## config.mk

```make
export PLATFORM = sky130hd
export DESIGN_NAME = mips_mc_ctrl
export DESIGN_NICKNAME = d
export VERILOG_FILES = /design/src/rtl/mips_mc_ctrl.sv
export SDC_FILE = /design/constraint.sdc
export NUM_CORES = 1
export LEC_CHECK = 0
export ABC_AREA = 1
export ABC_CLOCK_PERIOD_IN_PS = 1500
export CAP_MARGIN = 20
export CORE_MARGIN = 2
export CORE_UTILIZATION = 32
export CTS_CLUSTER_SIZE = 16
export DETAILED_ROUTE_END_ITERATION = 8
export PLACE_DENSITY = 0.76
export SLEW_MARGIN = 15
export SYNTH_ARGS = -nofsm -noshare
export SYNTH_HDL_FRONTEND = slang
export SYNTH_SLANG_ARGS = --single-unit
```

## constraint.sdc

```tcl
create_clock -name clk -period 1.5 [get_ports clk]
set_clock_uncertainty 0.15 [all_clocks]
set_input_delay 0.375 -clock clk [delete_from_list [all_inputs] [get_ports clk]]
set_output_delay 0.375 -clock clk [all_outputs]
set_load 0.05 [all_outputs]
```

## src/rtl/mips_mc_ctrl.sv

```systemverilog
// mips_mc_ctrl: multicycle MIPS control unit.
// A two-process FSM that sequences fetch, decode, memory, ALU, branch and
// jump states and drives the datapath controls for each state.
// Optional build macro: MIPS_MC_MEMREADY_EN. When it is defined, FETCH,
// MEMRD and MEMWR wait for mem_ready. When it is undefined, mem_ready is
// ignored and every state lasts one cycle.
module mips_mc_ctrl #(
  parameter int ALUCTL_W     = 3,
  parameter int ILLEGAL_HALT = 0
) (
  input  logic                clk,
  input  logic                reset,
  input  logic [5:0]          op,
  input  logic [5:0]          funct,
  input  logic                zero,
  input  logic                mem_ready,
  output logic                memtoreg,
  output logic                memwrite,
  output logic                pcen,
  output logic                alusrca,
  output logic                regdst,
  output logic                regwrite,
  output logic                irwrite,
  output logic                lord,
  output logic [1:0]          pcsrc,
  output logic [1:0]          alusrcb,
  output logic [ALUCTL_W-1:0] alucontrol,
  output logic                illegal,
  output logic [3:0]          state
);

  typedef enum logic [3:0] {
    S_FETCH   = 4'd0,
    S_DECODE  = 4'd1,
    S_MEMADR  = 4'd2,
    S_MEMRD   = 4'd3,
    S_MEMWB   = 4'd4,
    S_MEMWR   = 4'd5,
    S_EXECUTE = 4'd6,
    S_ALUWB   = 4'd7,
    S_BEQ     = 4'd8,
    S_BNE     = 4'd9,
    S_ADDIEX  = 4'd10,
    S_ADDIWB  = 4'd11,
    S_JUMP    = 4'd12,
    S_HALT    = 4'd15
  } state_t;

  localparam logic [5:0] OP_RTYPE = 6'b000000;
  localparam logic [5:0] OP_LW    = 6'b100011;
  localparam logic [5:0] OP_SW    = 6'b101011;
  localparam logic [5:0] OP_BEQ   = 6'b000100;
  localparam logic [5:0] OP_BNE   = 6'b000101;
  localparam logic [5:0] OP_ADDI  = 6'b001000;
  localparam logic [5:0] OP_J     = 6'b000010;

  localparam logic [2:0] ALU_ADD = 3'b010;
  localparam logic [2:0] ALU_SUB = 3'b110;
  localparam logic [2:0] ALU_AND = 3'b000;
  localparam logic [2:0] ALU_OR  = 3'b001;
  localparam logic [2:0] ALU_SLT = 3'b111;

  state_t     r_state;
  state_t     w_next;
  logic       w_mem_ok;
  logic       w_pcwrite;
  logic       w_beq;
  logic       w_bne;
  logic       w_irwrite;
  logic       w_memwrite;
  logic       w_regwrite;
  logic       w_illegal;
  logic [2:0] w_alu;

`ifdef MIPS_MC_MEMREADY_EN
  assign w_mem_ok = mem_ready;
`else
  // Memory always completes in one cycle; mem_ready is deliberately ignored.
  logic w_unused_mem;
  assign w_unused_mem = mem_ready;
  assign w_mem_ok     = 1'b1;
`endif

  // State register; an asynchronous reset returns the FSM to FETCH from any state.
  always_ff @(posedge clk or negedge reset) begin
    if (!reset) r_state <= S_FETCH;
    else        r_state <= w_next;
  end

  // Next-state and per-state control decode; every control defaults to inactive.
  always_comb begin
    w_next     = r_state;
    w_pcwrite  = 1'b0;
    w_beq      = 1'b0;
    w_bne      = 1'b0;
    w_irwrite  = 1'b0;
    w_memwrite = 1'b0;
    w_regwrite = 1'b0;
    w_illegal  = 1'b0;
    w_alu      = ALU_ADD;
    memtoreg   = 1'b0;
    alusrca    = 1'b0;
    regdst     = 1'b0;
    lord       = 1'b0;
    pcsrc      = 2'b00;
    alusrcb    = 2'b00;
    case (r_state)
      S_FETCH: begin
        alusrcb   = 2'b01;
        w_irwrite = w_mem_ok;
        w_pcwrite = w_mem_ok;
        w_next    = w_mem_ok ? S_DECODE : S_FETCH;
      end
      S_DECODE: begin
        alusrcb = 2'b11;
        case (op)
          OP_LW, OP_SW: w_next = S_MEMADR;
          OP_RTYPE:     w_next = S_EXECUTE;
          OP_BEQ:       w_next = S_BEQ;
          OP_BNE:       w_next = S_BNE;
          OP_ADDI:      w_next = S_ADDIEX;
          OP_J:         w_next = S_JUMP;
          default: begin
            w_illegal = 1'b1;
            w_next    = (ILLEGAL_HALT != 0) ? S_HALT : S_FETCH;
          end
        endcase
      end
      S_MEMADR: begin
        alusrca = 1'b1;
        alusrcb = 2'b10;
        w_next  = (op == OP_LW) ? S_MEMRD : S_MEMWR;
      end
      S_MEMRD: begin
        lord   = 1'b1;
        w_next = w_mem_ok ? S_MEMWB : S_MEMRD;
      end
      S_MEMWB: begin
        memtoreg   = 1'b1;
        w_regwrite = 1'b1;
        w_next     = S_FETCH;
      end
      S_MEMWR: begin
        lord       = 1'b1;
        w_memwrite = 1'b1;
        w_next     = w_mem_ok ? S_FETCH : S_MEMWR;
      end
      S_EXECUTE: begin
        alusrca = 1'b1;
        case (funct)
          6'b100010: w_alu = ALU_SUB;
          6'b100100: w_alu = ALU_AND;
          6'b100101: w_alu = ALU_OR;
          6'b101010: w_alu = ALU_SLT;
          default:   w_alu = ALU_ADD;
        endcase
        w_next = S_ALUWB;
      end
      S_ALUWB: begin
        regdst     = 1'b1;
        w_regwrite = 1'b1;
        w_next     = S_FETCH;
      end
      S_BEQ, S_BNE: begin
        alusrca = 1'b1;
        w_alu   = ALU_SUB;
        pcsrc   = 2'b01;
        w_beq   = (r_state == S_BEQ);
        w_bne   = (r_state == S_BNE);
        w_next  = S_FETCH;
      end
      S_ADDIEX: begin
        alusrca = 1'b1;
        alusrcb = 2'b10;
        w_next  = S_ADDIWB;
      end
      S_ADDIWB: begin
        w_regwrite = 1'b1;
        w_next     = S_FETCH;
      end
      S_JUMP: begin
        pcsrc     = 2'b10;
        w_pcwrite = 1'b1;
        w_next    = S_FETCH;
      end
      S_HALT:  w_next = S_HALT;
      default: w_next = S_FETCH;
    endcase
  end

  // Write enables are held off while reset is asserted so nothing acts before release.
  always_comb begin
    alucontrol      = '0;
    alucontrol[2:0] = w_alu;
    irwrite         = w_irwrite & reset;
    memwrite        = w_memwrite & reset;
    regwrite        = w_regwrite & reset;
    illegal         = w_illegal & reset;
    pcen            = (w_pcwrite | (w_beq & zero) | (w_bne & ~zero)) & reset;
  end

  assign state = r_state;

endmodule

```

==> summary.md, run 1 <==
| Metric | Value |
|---|---|
| Avg Cell Area, Syn | slightly above 5 um2 |
| Number of synthesized flops with an enable pin | 0 |
| Gate Count Post-Synth | 109 |
| Distinct cells, synth | 17 |
| Die Y | around 46 um |
| Syn Nets | around 130 |
| Area after DPL | between 0.0015 and 0.002 mm2 |
| CTS sink cnt | 4 |
| Last stage | clock tree synthesis (4_1_cts) |
| #FFs+latches synth | 4 |
| # IOs | 36 |
| Site Rows | 15 |
| Hold Buf Count CTS | 0 |
| Placed Cells | around 190 |
| Final HPWL DP | ~2400 um |
| Post-CTS Setup Inserts | 10 |
| Yosys top cell by area | dfrtp_1 |
| Final GP Congestion | 0.809 |
| Initial Util | 0.336 |
| Syn. warnings | 0 |
| H-tree Lvls | 1 |
| Die width | about 46 um |
| CTS buffer count | 3 |
| Status | stopped before the end |
| Err | [ERROR DPL-0038] Utilization greater than 100%, impossible to legalize |
| Sequential share of the synthesized area | 0.177 |
| Mapped Area | around 570 um2 |
| Port Buffers | 34 |
| Resize count post-CTS | between 50 and 60 |
| Area contributors post-synth | dfrtp_1 (18%), inv_1 (16%), nand2_1 (16%) |
| Clk root buf | clkbuf_4 |
| Synth top area share | 0.177 |
| Top post-synthesis cells by count | inv_1 (24), nand2_1 (24), nor2_1 (23), nand3_1 (8), o21ai_0 (6) |
| Maximum clock insertion buffer count | 2 |
| Commonest register cell after synthesis | dfrtp_1 |
| Async S/R FF share, synth | 1.00 |
[kinds of logic after synthesis]
| family | after synthesis | share of synthesized area |
|---|---|---|
| DFF | 4 | 0.177 |
| xor gates and xnor gates | 1 | 0.0155 |
| and+or+nand+nor | 66 | 0.506 |
| buffers and inverters | 25 | 0.172 |
| AOI/OAI and AO/OA | 13 | 0.130 |
[per-stage QoR]
stage | setup slack (ns) | TNS (ns)
after floorplan | -0.698 | -5.31
after global placement | -0.648 | -5.28
after detailed placement | -0.750 | -6.31
==> run 2, diff against run 1 <==
--- a/config.mk
+++ b/config.mk
@@ -6,13 +6,12 @@
 export NUM_CORES = 1
 export LEC_CHECK = 0
 export ABC_AREA = 1
-export ABC_CLOCK_PERIOD_IN_PS = 1500
+export ABC_CLOCK_PERIOD_IN_PS = 2000
 export CAP_MARGIN = 20
-export CORE_MARGIN = 2
-export CORE_UTILIZATION = 32
-export CTS_CLUSTER_SIZE = 16
+export CORE_AREA = 2 2 63 65
 export DETAILED_ROUTE_END_ITERATION = 8
-export PLACE_DENSITY = 0.76
+export DIE_AREA = 0 0 65 67
+export PLACE_DENSITY_LB_ADDON = 0.15
 export SLEW_MARGIN = 15
 export SYNTH_ARGS = -nofsm -noshare
 export SYNTH_HDL_FRONTEND = slang
==> constraint.sdc (replaced) <==
create_clock -name clk -period 2 [get_ports clk]
set_clock_uncertainty 0.15 [all_clocks]
set_input_delay 0.5 -clock clk [delete_from_list [all_inputs] [get_ports clk]]
set_output_delay 0.5 -clock clk [all_outputs]
set_load 0.05 [all_outputs]
==> run 2 against run 1 <==
Effect of this change: the flow now finishes, with violations (negative setup slack); area after synthesis did not move; synthesized cell count did not move.
==> summary.md, run 2 <==
| Metric | Value |
|---|---|
| DRC Markers | 0 |
| Core ar. | 0.00361 mm2 |
| Distinct cells, synth | 17 (unchanged) |
| Slowest stage delay, CP | between 0.4 and 0.5 ns |
| CP Cell Sequence | buf_4, nor2_4, nand2_1, a21oi_4, buf_12 |
| Crit-path slowest cell | dfrtp_2 |
| Largest fanout on the critical path | 4 |
| Synth-to-layout area growth | 181% |
| Final instance area | about 0.0016 mm2 |
| GRT Residual Overflow | 0 |
| Final GP Congestion | 0.785 (-3.0%) |
| F_max | between 400 and 500 MHz |
| Leading cell type in the layout, fill and taps excluded | buf_4 |
| Routed Antenna Nets | 0 |
| Vias per std cell | between 3 and 4 |
| Largest net degree at the start of global routing | 7 |
| RSZ-0062 raised after global routing | true |
| Headroom to the max-slew limit | 0.855 |
| Max VDD drop | roughly 0.00035 V |
| CTS buffer count | 3 (unchanged) |
| Total Power | ~1.2 mW |
| Most crowded layer after global routing | met2 |
| Hold Buf Count CTS | 0 (unchanged) |
| Share of post-route cells with drive strength above 1 | 0.642 |
| #FFs+latches synth | 4 (unchanged) |
| Initial antenna violation count | 0 |
| Final Slew Violations | 0 |
| CTS sink cnt | 4 (unchanged) |
| Die Y | 67 um (+45%) |
| Worst Path Required | 1.35 ns |
| Layout net count | 191 |
| Site Rows | 22 (+7) |
| Number of synthesized flops with an enable pin | 0 (unchanged) |
| Diodes inserted | 0 |
| Status | complete, but fails checks |
| Commonest register cell after synthesis | dfrtp_1 |
| Clk slew on worst S/H paths | 0.03 ns |
| Total power divided by cell area | between 700 and 800 mW/mm2 |
| Slew @ Worst Pin | roughly 0.22 ns |
| Worst skew pair latency | about 0.21 ns |
| Maximum clock insertion buffer count | 2 (unchanged) |
| Hold Vio Cnt, Final | 0 |
| Period utilisation layout | 1.05 |
| Met1 GRT Util | 0.115 |
| HP Class | input port to async pin |
| Max reg flops | 4 |
| Failing checks | negative setup slack |
| Worst setup path class | flip-flop to primary output |
| Async S/R FF share, synth | 1.00 (unchanged) |
| Die width | 65 um (+41%) |
| Yosys top cell by area | dfrtp_1 |
| CP endpoint kind | primary output |
| Syn Nets | 125 (unchanged) |
| Fin worst setup slack | -0.104 ns |
| Final setup fails | 11 |
| Fin util | 0.441 |
| Routed wire length | between 2000 and 2500 um |
| Final Non-Filler Cells | about 220 |
| Avg Cell Area, Syn | 5.20 um2 (unchanged) |
| Drt pass-1 iters | 4 |
| Vias in the first global route | 906 |
| Synth top area share | 0.177 (unchanged) |
| Clk root buf | clkbuf_8 |
| Sequential share of the synthesized area | 0.177 (unchanged) |
| Detailed router's first-iteration violation count | 14 |
| WP data arrival | 1.45 ns |
| # IOs | 36 (unchanged) |
| Max-Cap Viols | 0 |
| Most frequent cells in the layout | buf_4 (31), nand2_1 (18), buf_12 (18), inv_1 (12), nor2_1 (11) |
| Area contributors post-synth | dfrtp_1 (18%), inv_1 (16%), nand2_1 (16%) |
| Final HPWL DP | 1810 um (-24%) |
| Met3 Use GR | 0.00676 |
| Top post-synthesis cells by count | inv_1 (24), nand2_1 (24), nor2_1 (23), nand3_1 (8), o21ai_0 (6) |
| Initial Util | 0.157 (-0.178) |
| Mapped Area | 567 um2 (unchanged) |
| Area after DPL | 0.00140 mm2 (-10%) |
| Met2 GRT Util | 0.210 |
| Gate Count Post-Synth | 109 (unchanged) |
| Tmin final | roughly 2.1 ns |
| CTS tree | built |
| H-tree Lvls | 1 (unchanged) |
| Placed Cells | 207 (+9.5%) |
| Tot GR Track Use | 0.104 |
| Pleak | between 0.7 and 0.8 nW |
| First-pass GRT wire length | roughly 3700 um |
| Syn. warnings | 0 (unchanged) |
| Avg WL per Cell | about 10 um |
| Via count | ~880 |
| Die ar. | ~0.0044 mm2 |
| Port Buffers | 34 (unchanged) |
| Crit start category | flip-flop |
==> run 2: final cells by class <==
type / count / area (um2)
Inverter: 24 / 98.8
Multi-Input combinational cell: 80 / 569
Clock buffer: 3 / 41.3
Timing Repair Buffer: 62 / 713
Sequential cell: 4 / 108
Fill cell: 378 / 2020
Tap cell: 48 / 60.1
==> run 2: metrics by stage <==
stage          worst slack, ns  hold WS, ns  setup TNS (ns)
2_1_floorplan           -0.325       0.0544          -0.990
3_3_place_gp            -0.428        0.517           -1.87
3_5_place_dp            -0.473        0.521           -1.93
4_1_cts                 -0.106        0.192          -0.796
5_1_grt                 -0.160        0.207           -1.31
6_report                -0.104        0.195          -0.558
==> run 2: final timing paths <==
| kind | startpoint | endpoint | slack [ns] | cells after the start |
|---|---|---|---|---|
| worst max-delay path | state[3] | pcen | -0.10 | 5 |
| worst min-delay path | reset | state[3] | 0.20 | 2 |
| worst max register to register | state[3] | state[0] | 0.47 | 8 |
| worst min register to register | state[0] | state[0] | 0.54 | 3 |
| max in group asynchronous | reset | state[0] | 1.39 | 2 |
| min in group clk | op[3] | state[0] | 0.52 | 4 |
==> run 2: worst max-delay path: cells and delay by family, from the launching register on <==
| kind | cells | cell delay (ns) |
|---|---|---|
| flops | 1 | 0.42 |
| simple gates | 2 | 0.31 |
| buf+inv | 2 | 0.30 |
| compound gates | 1 | 0.21 |
==> run 2: what timing repair did <==
item                       CTS  global route
buffers inserted             5             7
pin swaps                   15             9
setup endpoints to repair   12            13
resized for setup           53            26
==> run 2: routing by layer <==
layer | wire length (um) | part of all wire | up-vias
met3 | 95 | 0.043 | 0
met4 | 0 | 0 | 0
met1 | 847 | 0.38 | 395
li1 | - | - | 468
met5 | 0 | 0 | -
met2 | 1280 | 0.57 | 20
==> run 2: report_power, final <==
group	internal, mW	switching, mW
Combinational	0.421	0.476
Clock	0.128	0.0384
Sequential	0.100	0.0317
Total	0.649	0.546
==> run 2: logic make-up (layout without fill, tap and decap cells) <==
group           count (synthesis)  after routing  synth area share
compound gates                 13             13             0.130
xor+xnor                        1              1            0.0155
buf+inv                        25             89             0.172
flops                           4              4             0.177
simple gates                   66             66             0.506
(Power assumes the default switching activity.)
